$ cat config.mk
export PLATFORM = sky130hd
export DESIGN_NAME = rr_resource_arbiter
export DESIGN_NICKNAME = d
export VERILOG_FILES = /design/src/rtl/rr_resource_arbiter_pkg.sv /design/src/rtl/rr_resource_arbiter_rr_pick.sv /design/src/rtl/rr_resource_arbiter.sv
export SDC_FILE = /design/constraint.sdc
export NUM_CORES = 1
export LEC_CHECK = 0
export BUFFER_PORTS_ARGS = -buffer_cell sky130_fd_sc_hd__buf_4
export CORE_AREA = 3 3 40 42
export CTS_BUF_LIST = sky130_fd_sc_hd__clkbuf_4
export DETAILED_ROUTE_END_ITERATION = 7
export DIE_AREA = 0 0 43 45
export PLACE_DENSITY = 0.67
export SYNTH_ARGS = -nofsm -noshare
export SYNTH_HDL_FRONTEND = slang
export SYNTH_SLANG_ARGS = --single-unit
$ cat constraint.sdc
create_clock -name clk -period 1.6 [get_ports clk]
set_input_delay 0.32 -clock clk [delete_from_list [all_inputs] [get_ports clk]]
set_output_delay 0.32 -clock clk [all_outputs]
set_load 0.005 [all_outputs]
$ cat src/rtl/rr_resource_arbiter_pkg.sv
// rr_resource_arbiter_pkg: shared FSM encoding and default sizing for the round-robin resource arbiter
package rr_resource_arbiter_pkg;
    typedef enum logic {ST_IDLE = 1'b0, ST_GRANT = 1'b1} state_e;
    localparam int N_DEF = 4;
    localparam int IW_DEF = 2;
    localparam int MAX_HOLD_DEF = 16;
endpackage

$ cat src/rtl/rr_resource_arbiter_rr_pick.sv
// rr_pick: combinational round-robin picker, first set request at or after ptr with wrap
module rr_pick
    import rr_resource_arbiter_pkg::*;
#(
    parameter int N = N_DEF,
    parameter int IW = IW_DEF
) (
    input  logic [N-1:0]  req,
    input  logic [IW-1:0] ptr,
    output logic          valid,
    output logic [IW-1:0] idx
);
    logic [IW-1:0] j;
    always_comb begin
        valid = |req;
        idx = '0;
        j = '0;
        // Scan farthest offset first so the nearest request at or after ptr wins.
        for (int k = N - 1; k >= 0; k--) begin
            j = IW'((int'(ptr) + k) % N);
            if (req[j]) idx = j;
        end
    end
endmodule

$ cat src/rtl/rr_resource_arbiter.sv
// rr_resource_arbiter: round-robin exclusive-ownership arbiter for one shared resource.
// Define ARB_TIMEOUT_EN to force release after MAX_HOLD grant cycles with a timeout_err pulse.
module rr_resource_arbiter
    import rr_resource_arbiter_pkg::*;
#(
    parameter int N = N_DEF,
    parameter int IW = IW_DEF,
    parameter int MAX_HOLD = MAX_HOLD_DEF
) (
    input  logic          clk,
    input  logic          rst,
    input  logic [N-1:0]  req,
    input  logic [N-1:0]  done,
    output logic [N-1:0]  gnt,
    output logic [IW-1:0] gnt_id,
    output logic          busy,
    output logic          timeout_err
);
    if (IW != $clog2(N) || N < 2 || N > 16 || MAX_HOLD < 1) begin : g_cfg_check
        $error("rr_resource_arbiter: inconsistent N/IW/MAX_HOLD");
    end
    state_e        state_q, state_d;
    logic [N-1:0]  gnt_q, gnt_d;
    logic [IW-1:0] id_q, id_d, ptr_q, ptr_d;
    logic          err_q, err_d;
    logic          pick_valid, rel_n, to;
    logic [IW-1:0] pick_idx;
    rr_pick #(.N(N), .IW(IW)) u_pick (
        .req   (req),
        .ptr   (ptr_q),
        .valid (pick_valid),
        .idx   (pick_idx)
    );
    assign rel_n = done[id_q] | ~req[id_q];
`ifdef ARB_TIMEOUT_EN
    localparam int HW = (MAX_HOLD > 1) ? $clog2(MAX_HOLD) : 1;
    logic [HW-1:0] hold_q, hold_d;
    // A normal release on the last allowed cycle wins over the timeout.
    assign to = (hold_q == HW'(MAX_HOLD - 1)) & ~rel_n;
`else
    assign to = 1'b0;
`endif
    always_comb begin
        state_d = state_q;
        gnt_d = gnt_q;
        id_d = id_q;
        ptr_d = ptr_q;
        err_d = 1'b0;
`ifdef ARB_TIMEOUT_EN
        hold_d = hold_q + 1'b1;
`endif
        if (state_q == ST_IDLE) begin
            if (pick_valid) begin
                state_d = ST_GRANT;
                gnt_d = N'(1) << pick_idx;
                id_d = pick_idx;
`ifdef ARB_TIMEOUT_EN
                hold_d = '0;
`endif
            end
        end else if (rel_n || to) begin
            state_d = ST_IDLE;
            gnt_d = '0;
            id_d = '0;
            ptr_d = (id_q == IW'(N - 1)) ? '0 : id_q + 1'b1;
            err_d = to;
        end
    end
    always_ff @(posedge clk) begin
        if (rst) begin
            state_q <= ST_IDLE;
            gnt_q <= '0;
            id_q <= '0;
            ptr_q <= '0;
            err_q <= 1'b0;
`ifdef ARB_TIMEOUT_EN
            hold_q <= '0;
`endif
        end else begin
            state_q <= state_d;
            gnt_q <= gnt_d;
            id_q <= id_d;
            ptr_q <= ptr_d;
            err_q <= err_d;
`ifdef ARB_TIMEOUT_EN
            hold_q <= hold_d;
`endif
        end
    end
    assign gnt = gnt_q;
    assign gnt_id = id_q;
    assign busy = (state_q == ST_GRANT);
    assign timeout_err = err_q;
endmodule

== After elaboration in Yosys (flattened, before gate mapping) ==
Cells that the tools add are included.

* Register bits after elaboration: 9
* Word-level logic and storage cells: 48
* Output and inout port bits: 8
* Input port bits: 10

* Shift-type cells: 1
* Add/sub/neg operators: 4
* Multiplexer cells: 26
* Reduce and logical (&&, ||, !) cells: 4
* Equal/unequal tests: 2
* Order comparisons: 5
* Bitwise logic cells: 2

{| class="wikitable"
|+ Operator list
! cell !! number
|-
| 2-bit 2-to-1 mux || 8
|-
| 2-bit by 3-bit less-than comparator with 1-bit output, second input constant || 5
|-
| 1-bit binary-select mux with 2-bit select || 6
|-
| 4-bit 2-to-1 mux || 3
|-
| 1-bit 2-to-1 mux || 9
|-
| 2-bit by 1-bit adder with 2-bit output, second input constant || 2
|-
| 2-bit adder, second input constant || 2
|-
| 2-bit AND reduction || 2
|-
| 4-bit OR reduction || 1
|-
| 1-bit by 2-bit left shift with 4-bit output, first input constant || 1
|-
| 2-bit == test, second input constant || 1
|-
| 2-bit by 1-bit != test with 1-bit output, second input constant || 1
|-
| 2-bit nonzero test || 1
|-
| 1-bit NOT || 1
|-
| 1-bit OR || 1
|}

== Logic depth before layout (Yosys ltp) ==
* Depth after elaboration: 10
* Mapped depth: 5
* Gate-level depth less buffers: 4

== By module ==
From an unflattened synthesis, not the netlist that was laid out.

* Cell total of the unflattened synthesis: 67
* Area, all modules: 566.8 um^2

{| class="wikitable"
|+ By module, submodules not included
! module !! cells an instance !! area each (um^2) !! times used !! seq. area each (um^2)
|-
| rr_resource_arbiter || 54 || 489.2 || 1 || 180.2
|-
| rr_pick || 13 || 77.6 || 1 || 0.0
|}

== Worst setup path after synthesis ==
Ideal clock, no wire load.

* Kind: reg2reg
* Start: reg ptr_q[1]
* End: reg gnt_q[0], in the netlist gnt[0]
* Path slack: 0.103 ns
* Arrival: 1.380 ns
* Library setup time: 0.117 ns
* Buffers on the path: 1
* Clock period less this slack: 1.497 ns
* Stages on the path, launching flop included: 6
* Data required time: 1.483 ns
* Path through: dfxtp_1 -> clkbuf_1 -> mux2i_1 -> nor2_1 -> or3_1 -> a32o_1

* Longest elaborated chain between the ends: 10
* Elaborated cells on any way between the ends: 18
* Those cells by class: add/sub: 3; shift: 1; mux: 14

{| class="wikitable"
|+ Ends and longest elaborated chain
! element !! line !! text
|-
| start: declaration || rr_resource_arbiter.sv:24 || <nowiki>logic [IW-1:0] id_q, id_d, ptr_q, ptr_d;</nowiki>
|-
| start signal: assignment || rr_resource_arbiter.sv:83 || <nowiki>ptr_q <= ptr_d;</nowiki>
|-
| 2-bit adder || rr_resource_arbiter_rr_pick.sv:20 || <nowiki>j = IW'((int'(ptr) + k) % N);</nowiki>
|-
| 1-bit binary-select mux with 2-bit select || rr_resource_arbiter_rr_pick.sv:21 || <nowiki>if (req[j]) idx = j;</nowiki>
|-
| 1-bit 2-to-1 mux (not written as such) || rr_resource_arbiter_rr_pick.sv:21 ||
|-
| 2-bit 2-to-1 mux (3 in a row) || rr_resource_arbiter_rr_pick.sv:21 ||
|-
| 2-bit 2-to-1 mux (*) || rr_resource_arbiter_rr_pick.sv:21 ||
|-
| 1-bit by 2-bit left shift with 4-bit output (*) || rr_resource_arbiter.sv:55 || <nowiki>gnt_d = N'(1) << pick_idx;</nowiki>
|-
| 4-bit 2-to-1 mux (*) || rr_resource_arbiter.sv:53 || <nowiki>if (pick_valid) begin</nowiki>
|-
| 4-bit 2-to-1 mux (*) || rr_resource_arbiter.sv:52 || <nowiki>if (state_q == ST_IDLE) begin</nowiki>
|-
| end signal: assignment || rr_resource_arbiter.sv:81 || <nowiki>gnt_q <= gnt_d;</nowiki>
|-
| end: declaration || rr_resource_arbiter.sv:23 || <nowiki>logic [N-1:0] gnt_q, gnt_d;</nowiki>
|}

Every way passes the cells marked *; elsewhere a longest branch is shown, timed or not. The select of a mux whose other input is x is not followed.
A chain may end at the register's enable or synchronous reset.

== Final worst setup path ==
* Start: reg id_q[1], in the netlist gnt_id[1]
* End: reg gnt_q[3], in the netlist gnt[3]

* Longest elaborated chain between the ends: 6
* Elaborated cells on any way between the ends: 8
* Those cells by class: eq/ne: 1; mux: 4; bitwise: 2; reduce/logical: 1

{| class="wikitable"
|+ Ends and longest elaborated chain
! element !! line !! text
|-
| start: declaration || rr_resource_arbiter.sv:24 ||
|-
| start signal: assignment || rr_resource_arbiter.sv:82 || <nowiki>id_q <= id_d;</nowiki>
|-
| 1-bit binary-select mux with 2-bit select || rr_resource_arbiter.sv:34 || <nowiki>assign rel_n = done[id_q] | ~req[id_q];</nowiki>
|-
| 1-bit 2-to-1 mux (not written as such) || rr_resource_arbiter.sv:34 ||
|-
| 1-bit NOT || rr_resource_arbiter.sv:34 ||
|-
| 1-bit OR (*) || rr_resource_arbiter.sv:34 ||
|-
| 2-bit by 1-bit != test with 1-bit output (no source line) (*) || - ||
|-
| 2-bit AND reduction (no source line) (*) || - ||
|}

Marks and branches as above.

==> qor.yml <==
synth:
  synthTopCellsByCount: "9 x dfxtp_1, 3 x a21oi_1, 3 x a22o_1, 3 x nand2b_1"
  ys_seq_area_share_pct: 35.0
  synth.most_common_cell: "dfxtp_1"
  async_flop_share_pct: 0
  synth_area_leader_cell: "dfxtp_1"
  synth_edf_count: 0
  synth_fp_nets: 61
  synth_cell_type_count: 32
  yosys_warnings: 0
  avgSynthCellArea_sq_um: 10.3
  ys_ff_latch: 9
  synth_area_sq_um: 514
  syn-instance-count: 50
  synth_top_area_share_pct: 35.0
  yosys_most_used_dff: "dfxtp_1"
  synth_area_leaders: "dfxtp_1 35%, nor4b_2 5.8%, a22o_1 5.1%, nor4_4 4.1%, a32o_1 3.9%"
floorplan:
  row_count: 13
  coreArea_sq_um: 1280
  dieArea_sq_um: 1940
  ioPinCount: 18
  die_y_um: 45
  initial_core_util_pct: 40.0
  fp.dieW_um: 43
cts:
  cts_tree: "done"
  htreeDepth: 1
  post_cts_resized: 0
  numCtsBuffers: 3
  cts.clk_slew.worst_paths_ns: 0.06
  clk_latency_ns: 0.26
  cts-root-buf: "clkbuf_4"
  max-clock-path-buffers: 2
  cts_sinks: 9
  holdBufCountCts: 0
  postCtsSetupBuffers: 0
timing:
  timing.hold.ws_ns: 0.280
  clock.fmax_ghz: 0.667
  final_max_slew_viol_count: 0
  fin_worst_skew_ns: 0.00500
  setup_viol: 0
  layout_min_cycle_time_ns: 1.50
  period_share_pct: 93.8
  hold_viol: 0
  grt_setup_unrepaired: "yes"
detailed_routing:
  ant_nets: 0
  dr.pass1.iters: 4
  drt-wirelength-per-cell_um: 14.5
  route.detailed.drc: 0
  vias: 499
  drt-total-wl_mm: 1.24
  drtIter0Drc: 14
  vias_per_cell: 5.80
worst_setup_path:
  reg2reg_from: "gnt_id[1]"
  critPathMaxFanout: 7
  worstSetupStartpoint: "gnt_id[1]"
  cp-endpoint: "gnt[3]"
  cpLargestDelayFamily: "simple AND/OR/NAND/NOR gates"
  path_class: "flop to flop"
  reg2reg_slack_ns: 0.1
  cp-end-kind: "flop"
  worstPathCellList: "and4bb_4 -> nor4_4 -> o22ai_2 -> a22o_1"
  cp.depth: 4
  r2r-end: "gnt[3]"
  worstPathRequired_ns: 1.75
  crit_slowest_cell: "dfxtp_1"
  start_kind: "flop"
  worstPathArrival_ns: 1.65
  r2r_cells: 4
  critical_path.max_stage_delay_ns: 0.45
  cp_num_buf_inv: 0
finish:
  fin_nets: 83
  final_area_sq_um: 694
  post_route_cells_drive_above_1_share_pct: 42.3
  fillCellCount: 119
  finalNonFillerCells: 86
  area_growth_pct: 35.0
  n_antenna_cell: 0
  post-route-util_pct: 54.0
place:
  placed_cells: 82
  numPortBuffers: 16
  placed_area_sq_um: 664
  dpl.hpwl_um: 985
  globalplace.congestion: 0.760
global_routing:
  grt.overflow.total: 0
  grt_usage_pct: 13.8
  grt_pass1_vias: 474
  grt_pass1_wl_mm: 2.01
  antenna_found_initial: 0
  grt_max_degree: 9
run:
  maxCapViolations: 0
status:
  status: "finished, final reports clean"
power_and_ir_drop:
  power.leakage_nw: 0.298
  max-vdd-ir-drop_mv: 0.480
  power_density_nw_per_um2: 839
  p_total_mw: 0.583
hold_path:
  hold_path_class: "primary input to flop"
area by class of cell:
class / instances / area [sq um] / area share, %
inverters: 1 / 3.75 / 0.541
multi-input cells: 38 / 319 / 45.9
flip-flops and latches: 9 / 180 / 25.9
well taps: 15 / 18.8 / 2.70
clock buffers: 4 / 30.0 / 4.32
repair buffers: 19 / 143 / 20.5
placed cells by master (no fill, tap or decap), drive strengths merged, types with 2 or more instances in the layout:
master / synthesis / routed
and4bb: 2 / 2
buf: 1 / 19
clkbuf: 1 / 4
nand2b: 3 / 3
a22o: 3 / 3
o22ai: 2 / 2
nor3: 2 / 2
nor3b: 2 / 2
nor4b: 2 / 2
nor4: 2 / 2
dfxtp: 9 / 9
a21oi: 3 / 3
a32o: 2 / 2
kinds of logic (layout without fill, tap and decap cells):
| kind of cell | after synthesis | in the layout | share of synthesized area, % |
|---|---|---|---|
| mux | 1 | 1 | 1.95 |
| compound gates | 15 | 15 | 22.9 |
| flops | 9 | 9 | 35.0 |
| fa+ha+maj | 1 | 1 | 2.43 |
| buf+inv | 3 | 24 | 2.92 |
| other cells | 1 | 1 | 0.729 |
| simple gates | 20 | 20 | 34.1 |
power by group:
group	internal, mW	switching (mW)	total (mW)
Combinational	0.0735	0.0592	0.133
Clock	0.113	0.0803	0.193
Sequential	0.241	0.0156	0.257
Total	0.428	0.155	0.583
metrics by stage:
stage / setup WS, ns / setup TNS (ns)
after global placement: 0.0570 / 0
final: 0.0998 / 0
after floorplan: 0.103 / 0
after CTS: 0.101 / 0
after global routing: -0.00640 / -0.00640
after detailed placement: 0.0943 / 0
layer usage:
layer | track usage (%) | vias up | wire length, um
met4 | 7.23 | 0 | 17
met5 | 0 | - | 0
met1 | 16.9 | 233 | 557
li1 | - | 241 | -
met3 | 1.59 | 3 | 87
met2 | 24.0 | 22 | 581
worst reg2reg max path: cells and delay by family (launching register included):
family / cells / cell delay [ns]
AO/OA/AOI/OAI: 2 / 0.44
flip-flops: 1 / 0.45
AND/OR/NAND/NOR: 2 / 0.51
flip-flops by register name, indices dropped and copies added, names as in the netlist:
name and count:
busy 1, ptr_q 2, gnt 4, gnt_id 2
worst min-delay path by stage:
stage / endpoint / start / cells after the start / slack (ns)
2_1_floorplan: busy / rst / 1 / 0.40
3_3_place_gp: gnt[0] / gnt[0] / 1 / 0.47
3_5_place_dp: gnt[2] / gnt[2] / 1 / 0.47
4_1_cts: busy / rst / 2 / 0.27
5_1_grt: busy / rst / 2 / 0.29
6_report: busy / rst / 2 / 0.28
(Power assumes the default switching activity.)
